File: src/rtl/tetris_pkg.sv
// Shared types and BCD constants for the score path: FSM states, the
// line-clear point table and the saturation value.
package tetris_pkg;

    typedef logic [3:0] bcd_t;

    typedef enum logic [1:0] {
        IDLE,
        ADD,
        COMMIT
    } score_state_e;

    localparam logic [15:0] LINE_POINTS [0:4] = '{16'h0000, 16'h0004, 16'h0010, 16'h0030, 16'h0120};
    localparam logic [15:0] BCD_MAX = 16'h9999;

    // Anything above a tetris scores as a tetris.
    function automatic logic [15:0] line_points(input logic [2:0] lines);
        logic [15:0] pts;
        case (lines)
            3'd0:    pts = LINE_POINTS[0];
            3'd1:    pts = LINE_POINTS[1];
            3'd2:    pts = LINE_POINTS[2];
            3'd3:    pts = LINE_POINTS[3];
            default: pts = LINE_POINTS[4];
        endcase
        return pts;
    endfunction

endpackage

File: src/rtl/bcd_digit_add.sv
// One-digit BCD adder: a + b + cin, with decimal carry out.
module bcd_digit_add
    import tetris_pkg::*;
(
    input  bcd_t a,
    input  bcd_t b,
    input  logic cin,
    output bcd_t sum,
    output logic cout
);

    logic [4:0] raw;

    always_comb begin
        raw = {1'b0, a} + {1'b0, b} + {4'b0000, cin};
        if (raw > 5'd9) begin
            sum  = 4'(raw - 5'd10);
            cout = 1'b1;
        end else begin
            sum  = raw[3:0];
            cout = 1'b0;
        end
    end

endmodule

File: src/rtl/score_keeper.sv
// Packed-BCD score accumulator fed by line-clear events, added one digit per clock.
// Optional macro SCORE_HISCORE_EN builds the high-score register.
module score_keeper
    import tetris_pkg::*;
#(
    parameter int NUM_DIGITS = 4
) (
    input  logic                    clk,
    input  logic                    rst,
    input  logic                    game_reset,
    input  logic                    clear_valid,
    input  logic [2:0]              clear_lines,
    output logic                    clear_ready,
    output logic [4*NUM_DIGITS-1:0] score,
    output logic                    score_pulse,
    output logic [4*NUM_DIGITS-1:0] high_score
);

    localparam int W     = 4 * NUM_DIGITS;
    localparam int IDX_W = (NUM_DIGITS > 1) ? $clog2(NUM_DIGITS) : 1;
    localparam logic [W-1:0] SAT = (W == 16) ? W'(BCD_MAX) : {NUM_DIGITS{4'h9}};

    score_state_e     state, state_n;
    logic [W-1:0]     acc;
    logic [W-1:0]     pts;
    logic             carry;
    logic [IDX_W-1:0] idx;
    bcd_t             dsum;
    logic             dcout;
    logic             last_digit;
    logic             accept;
    logic [W-1:0]     commit_val;

    assign clear_ready = (state == IDLE) && !game_reset;
    assign accept      = clear_valid && clear_ready;
    assign last_digit  = (idx == IDX_W'(NUM_DIGITS - 1));
    assign commit_val  = carry ? SAT : acc;

    // Single digit adder shared across all positions, selected by idx.
    bcd_digit_add u_digit (
        .a    (acc[{idx, 2'b00} +: 4]),
        .b    (pts[{idx, 2'b00} +: 4]),
        .cin  (carry),
        .sum  (dsum),
        .cout (dcout)
    );

    always_ff @(posedge clk) begin
        if (!rst) state <= IDLE;
        else      state <= state_n;
    end

    always_comb begin
        state_n = state;
        if (game_reset) begin
            state_n = IDLE;
        end else begin
            case (state)
                IDLE:    if (accept) state_n = ADD;
                ADD:     if (last_digit) state_n = COMMIT;
                COMMIT:  state_n = IDLE;
                default: state_n = IDLE;
            endcase
        end
    end

    // Datapath: acc holds partial sums so score only moves on commit.
    always_ff @(posedge clk) begin
        if (!rst) begin
            acc         <= '0;
            pts         <= '0;
            carry       <= 1'b0;
            idx         <= '0;
            score       <= '0;
            score_pulse <= 1'b0;
        end else begin
            score_pulse <= 1'b0;
            if (game_reset) begin
                score <= '0;
            end else begin
                case (state)
                    IDLE: begin
                        if (accept) begin
                            pts   <= W'(line_points(clear_lines));
                            acc   <= score;
                            idx   <= '0;
                            carry <= 1'b0;
                        end
                    end
                    ADD: begin
                        acc[{idx, 2'b00} +: 4] <= dsum;
                        carry                  <= dcout;
                        idx                    <= idx + IDX_W'(1);
                    end
                    COMMIT: begin
                        score       <= commit_val;
                        score_pulse <= 1'b1;
                    end
                    default: ;
                endcase
            end
        end
    end

`ifdef SCORE_HISCORE_EN
    logic [W-1:0] high_q;

    // Decimal magnitude compare, most significant digit decides.
    function automatic logic bcd_greater(input logic [W-1:0] a, input logic [W-1:0] b);
        logic gt;
        logic decided;
        gt      = 1'b0;
        decided = 1'b0;
        for (int i = NUM_DIGITS - 1; i >= 0; i--) begin
            if (!decided && (a[i*4 +: 4] != b[i*4 +: 4])) begin
                gt      = (a[i*4 +: 4] > b[i*4 +: 4]);
                decided = 1'b1;
            end
        end
        return gt;
    endfunction

    always_ff @(posedge clk) begin
        if (!rst) begin
            high_q <= '0;
        end else if ((state == COMMIT) && !game_reset && bcd_greater(commit_val, high_q)) begin
            high_q <= commit_val;
        end
    end

    assign high_score = high_q;
`else
    assign high_score = '0;
`endif

endmodule

File: config.mk
export PLATFORM = sky130hd
export DESIGN_NAME = score_keeper
export DESIGN_NICKNAME = d
export VERILOG_FILES = /design/src/rtl/tetris_pkg.sv /design/src/rtl/bcd_digit_add.sv /design/src/rtl/score_keeper.sv
export SDC_FILE = /design/constraint.sdc
export NUM_CORES = 1
export LEC_CHECK = 0
export ABC_AREA = 0
export CAP_MARGIN = 20
export CORE_UTILIZATION = 35
export DETAILED_ROUTE_END_ITERATION = 10
export PLACE_DENSITY_LB_ADDON = 0.2
export SLEW_MARGIN = 15
export SYNTH_ARGS = -nofsm -noshare
export SYNTH_HDL_FRONTEND = slang
export SYNTH_SLANG_ARGS = --single-unit
export TNS_END_PERCENT = 20
File: constraint.sdc
create_clock -name clk -period 4.1 [get_ports clk]
set_input_delay 1.025 -clock clk [delete_from_list [all_inputs] [get_ports clk]]
set_output_delay 1.025 -clock clk [all_outputs]
set_load 0.1 [all_outputs]
==> run_results.csv, run 1 <==
group,metric,value,unit
outcome,status,"finished clean",
global_routing,grt_pass1_vias,2164,
detailed_routing,vias,2339,
global_routing,grt_max_degree,24,
worst_setup_path,end_kind,"register",
sta,worst_pin_slew,0.9756,ns
detailed_routing,viasPerCell,5.517,
final_layout,drive_gt1_share,8.841,%
yosys,yosysTopAreaCellShare,34.08,%
placement,dp_cells,417,
final_layout,final_core_util,42.45,%
clocking,cts.sinks,42,
worst_setup_path,rr_startpoint,"idx[0]",
sta,tns,0,ns
worst_setup_path,arrival,3.78,ns
detailed_routing,antenna_left,0,
yosys,ys_seq_elements,42,
clocking,cts_tree,"done",
final_layout,fin_nets,344,
yosys,yosysWarningCount,0,
min_path,hp-class,"register to register",
worst_setup_path,r2r-end,"acc[2]",
sta,rsz0062_at_grt,"no",
sta,drv_slew,0,
global_routing,grt_pass1_wl,11160,um
final_layout,layout_commonest_cell,"dfxtp_1",
final_layout,antenna_cells,0,
power_and_ir_drop,power_density,332.4,mW/mm^2
clocking,clk-insertion-delay-late,0.30,ns
yosys,postSynthAreaPerCell,8.090,sq um
worst_setup_path,rr_worst_depth,13,
yosys,synth-edff-count,0,
clocking,cts_max_level,2,
global_routing,overflow,0,
worst_setup_path,crit_path_start_kind,"register",
die,die-area,0.007389,sq mm
detailed_routing,avgRoutedWirePerCell,16.43,um
sta,relSlewSlack,34.76,%
final_layout,syn_to_final_growth,16.89,%
clocking,ctsHoldBuffers,0,
clocking,clk_pin_slew,0.08,ns
die,placementRows,30,
worst_setup_path,worstPathMaxFanout,10,
final_layout,layout.cells.non_filler,424,
yosys,ys_seq_area_share,34.08,%
sta,clock.fmax,277.6,MHz
job,drv_cap,0,
die,start_util,36.32,%
die,die_x,85.96,um
worst_setup_path,cp-startpoint,"idx[0]",
detailed_routing,dr.first_iter.drc_count,187,
power_and_ir_drop,ir_worst_vdd,0.0001849,V
detailed_routing,wirelength,6965,um
min_path,hold_end,"score[1]",
final_layout,final_cell_mix,"dfxtp_1, nand2_1, a21oi_1",
yosys,netlist_area,0.002467,sq mm
sta,holdWs,0.4691,ns
global_routing,antenna_found_initial,0,
yosys,ys_types,52,
yosys,syn_inst,305,
placement,place_congestion,0.9251,
die,core_area,0.006794,sq mm
clocking,cts_buffer_depth,2,
sta,fin_skew,0.008374,ns
detailed_routing,dr.pass1.iters,6,
power_and_ir_drop,leakagePower,1.107,nW
sta,finalSetupViolCount,0,
sta,finalCritPeriodShare,87.86,%
detailed_routing,drcViolationCount,0,
placement,port_buffers,24,
power_and_ir_drop,total_power,0.0009587,W
sta,hold_viol,0,
yosys,async_flop_share,0,%
worst_setup_path,r2r_slack,0.50,ns
yosys,synth.area.top_cells,"dfxtp_1, nand2_1, a21oi_1",
min_path,min-delay-start,"score[1]",
worst_setup_path,critical_path_class,"register to register",
clocking,post_cts_buffers,0,
global_routing,grt_usage,19.63,%
yosys,synth-main-ff-cell,"dfxtp_1",
min_path,holdPathStages,2,
worst_setup_path,crit_required,4.28,ns
placement,dp_hpwl,4835,um
clocking,cts_root_buf,"clkbuf_8",
clocking,cts_resized,0,
die,pin_count,41,
yosys,yosys.area.top_type,"dfxtp_1",
clocking,cts_buffers,5,
die,die_y,85.96,um
sta,period_minus_slack,3.602,ns
## layer usage
layer  GRT usage (%)  wire length (um)
met3           5.197               602
met5               0                 0
met4           9.394               234
met1           24.47              3023
met2           31.46              3105
## cells by family (layout without fill, tap and decap cells)
family / Yosys count / in the layout / share of synthesized area (%)
adder cells (fa/ha/maj): 9 / 9 / 5.172
multiplexers: 4 / 4 / 3.651
XOR/XNOR: 2 / 2 / 1.014
AND/OR/NAND/NOR: 114 / 114 / 21.91
AO/OA/AOI/OAI: 90 / 90 / 24.70
flip-flops: 42 / 42 / 34.08
other: 1 / 16 / 0.1520
buffers and inverters: 43 / 51 / 9.330
## final cells by class
class,instances,area (sq um)
fillers,678,3910
multi-input cells,235,1453
flip-flops and latches,42,840.8
clock inverters,1,30.03
well taps,96,120.1
clock buffers,6,82.58
inverters,11,42.54
repair buffers,33,315.3
## cells in the mapped netlist (2+ instances only)
library cell  number
o211ai_1           3
fa_1               2
nand2_1           39
clkbuf_1          14
a21oi_1           25
nor3_1            18
a31oi_1            5
and4_1             2
ha_1               7
nor2_1            21
nand4_1            4
o221ai_1           2
o41ai_2            2
and2_1             3
nand3_1            9
nand2b_1           4
buf_4             16
nor4_1             2
inv_1              9
nor2b_1            3
o21a_1             2
nand3b_1           2
a21boi_0           6
mux4_2             4
a21o_1             6
o21ai_0           22
and3_1             3
o211a_1            5
dfxtp_1           42
## worst max-delay path, cell delays in order, from the launching register on
cell	delay, ns
dfxtp_1	0.53
mux4_2	0.54
inv_1	0.08
fa_1	0.20
inv_1	0.07
fa_1	0.41
xor2_1	0.29
inv_1	0.09
ha_1	0.24
nand2_1	0.09
o31a_2	0.23
a21oi_2	0.12
a311oi_2	0.45
o21ai_0	0.15
## how the worst max path moves through the flow
stage	slack [ns]	endpoint
CTS	0.52	acc[2]
global placement	0.66	acc[2]
finish	0.50	acc[2]
detailed placement	0.53	acc[2]
floorplan	0.42	clear_ready
global route	0.22	acc[2]
## through the flow
step           instance area (sq um)  setup WS (ns)
4_1_cts                         2884         0.5187
3_3_place_gp                    2766         0.6600
6_report                        2884         0.4978
3_5_place_dp                    2771         0.5263
5_1_grt                         2884         0.2172
2_1_floorplan                   2524         0.4241
## power by group
part	internal, W	total (W)	leakage, nW	switching (W)
clock	0.000195	0.000340	0.0573	0.000145
combinational	0.0000473	0.000188	0.708	0.000141
sequential	0.000420	0.000431	0.341	0.0000110
## state kept, by name (all words and copies together) (netlist names)
signal       cells
carry            1
acc             16
pts              4
score_pulse      1
idx              2
score           16
state            2
(Power assumes the default switching activity.)
==> run 2: changes to the inputs <==
ABC_CLOCK_PERIOD_IN_PS = 4100   (was default)
PLACE_DENSITY_LB_ADDON = default   (was 0.2)
==> run_results.csv, run 2 (synthesis gave the netlist of run 1 again) <==
group,metric,value,unit
job,drv_cap,0,
final_layout,final_cell_mix,"dfxtp_1, nand2_1, a21oi_1",
detailed_routing,avgRoutedWirePerCell,15.69,um
die,die-area,0.007389,sq mm
worst_setup_path,slowest_stage,"dfxtp_1",
power_and_ir_drop,leakagePower,1.094,nW
final_layout,seq_area,840.8,sq um
final_layout,layout_commonest_cell,"dfxtp_1",
worst_setup_path,arrival,3.81,ns
sta,finalSetupViolCount,0,
final_layout,final_core_util,42.38,%
worst_setup_path,crit_path_start_kind,"register",
worst_setup_path,path_common_cell,"inv_1",
die,die_x,85.96,um
clocking,cts_root_buf,"clkbuf_8",
worst_setup_path,critical_path_class,"register to register",
sta,period_minus_slack,3.637,ns
clocking,ctsHoldBuffers,0,
sta,finalCritPeriodShare,88.71,%
final_layout,fin_nets,339,
sta,worst_pin_slew,1.166,ns
worst_setup_path,path_cells,"inv_1, and3_1, a31oi_1, fa_1, inv_1, fa_1, xor2_1, inv_1, ha_1, nand2_1, o31a_2, nand2_1, a311oi_2, o21ai_0",
final_layout,layout.cells.non_filler,420,
final_layout,multi_input_area,0.001453,sq mm
die,placementRows,30,
clocking,cts_resized,0,
worst_setup_path,crit_required,4.27,ns
global_routing,overflow,0,
sta,clock.fmax,275.0,MHz
detailed_routing,drcViolationCount,0,
clocking,cts_buffer_depth,2,
worst_setup_path,max_stage_delay,0.55,ns
die,start_util,36.32,%
global_routing,grt_pass1_wl,10500,um
final_layout,top_regs,"acc x16, score x16, pts x4",
clocking,cts_max_level,2,
placement,port_buffers,24,
placement,dp_hpwl,4712,um
clocking,clk_pin_slew,0.08,ns
sta,fin_skew,0.007198,ns
final_layout,syn_to_final_growth,16.68,%
worst_setup_path,crit_family,"compound AO/OA/AOI/OAI gates",
placement,dp_cells,412,
sta,hold_viol,0,
die,die_y,85.96,um
global_routing,grt_max_degree,25,
sta,relSlewSlack,21.56,%
detailed_routing,wirelength,6591,um
detailed_routing,antenna_left,0,
die,core_area,0.006794,sq mm
outcome,status,"finished clean",
placement,pre_cts_slack,0.4962,ns
sta,drv_slew,0,
sta,tns,0,ns
clocking,cts_tree,"done",
final_layout,fill_cells,671,
clocking,cts.sinks,42,
detailed_routing,dr.first_iter.drc_count,126,
placement,place_congestion,0.9631,
global_routing,grt_usage,18.45,%
sta,holdWs,0.4721,ns
sta,rsz0062_at_grt,"no",
clocking,clk-insertion-delay-late,0.30,ns
global_routing,antenna_found_initial,0,
final_layout,antenna_cells,0,
worst_setup_path,worstPathMaxFanout,9,
worst_setup_path,end_kind,"register",
final_layout,drive_gt1_share,7.716,%
detailed_routing,dr.pass1.iters,4,
clocking,cts_buffers,5,
sta,worst_slack,0.4630,ns
power_and_ir_drop,ir_worst_vdd,0.0001539,V
detailed_routing,viasPerCell,5.345,
min_path,hp-class,"register to register",
die,pin_count,41,
detailed_routing,vias,2245,
worst_setup_path,cp_num_buf_inv,3,
clocking,post_cts_buffers,0,
power_and_ir_drop,power_density,355.5,mW/mm^2
global_routing,grt_pass1_vias,2062,
[run 2: power breakdown]
part           total (W)  switching (W)  internal, W
sequential      0.000431      0.0000115     0.000420
clock           0.000409       0.000149     0.000260
combinational   0.000183       0.000137    0.0000456
total            0.00102       0.000298     0.000725
[run 2: routing by layer]
metal | vias up | GRT usage, % | share of wire (%)
li1 | 1097 | - | -
met1 | 1063 | 24.78 | 47
met2 | 73 | 30.23 | 46
met3 | 12 | 3.465 | 5.6
met4 | 0 | 5.152 | 1.8
met5 | - | 0 | 0
[run 2: cell type report]
class,instances,area share [%]
Clock inverter,2,2.086
Clock buffer,6,2.868
Multi-Input combinational cell,235,50.46
Sequential cell,42,29.20
Timing Repair Buffer,28,9.735
Tap cell,96,4.172
Inverter,11,1.478
[run 2: worst paths after layout]
kind / start / cells after the start / slack [ns] / end
max: idx[1] / 14 / 0.46 / acc[2]
min: score[10] / 2 / 0.47 / score[10]
max reg2reg: idx[1] / 14 / 0.46 / acc[2]
min reg2reg: score[10] / 2 / 0.47 / score[10]
[run 2: worst min-delay path: cells and delay by family, from the launching register on]
family / cells / cell delay, ns
compound gates: 1 / 0.05
flops: 1 / 0.33
simple gates: 1 / 0.06
[run 2: metrics by stage]
step / cell area (sq um) / power [W]
after global placement: 2736 / 0.0006215
final: 2879 / 0.001023
after floorplan: 2524 / 0.0005988
after global routing: 2879 / 0.001064
after CTS: 2879 / 0.001031
after detailed placement: 2736 / 0.0006220
==> run 3: changes to the inputs <==
SLEW_MARGIN = 20   (was 15)
==> results of run 3 <==
Final layout, timing and power as in run 2 (identical DEF).
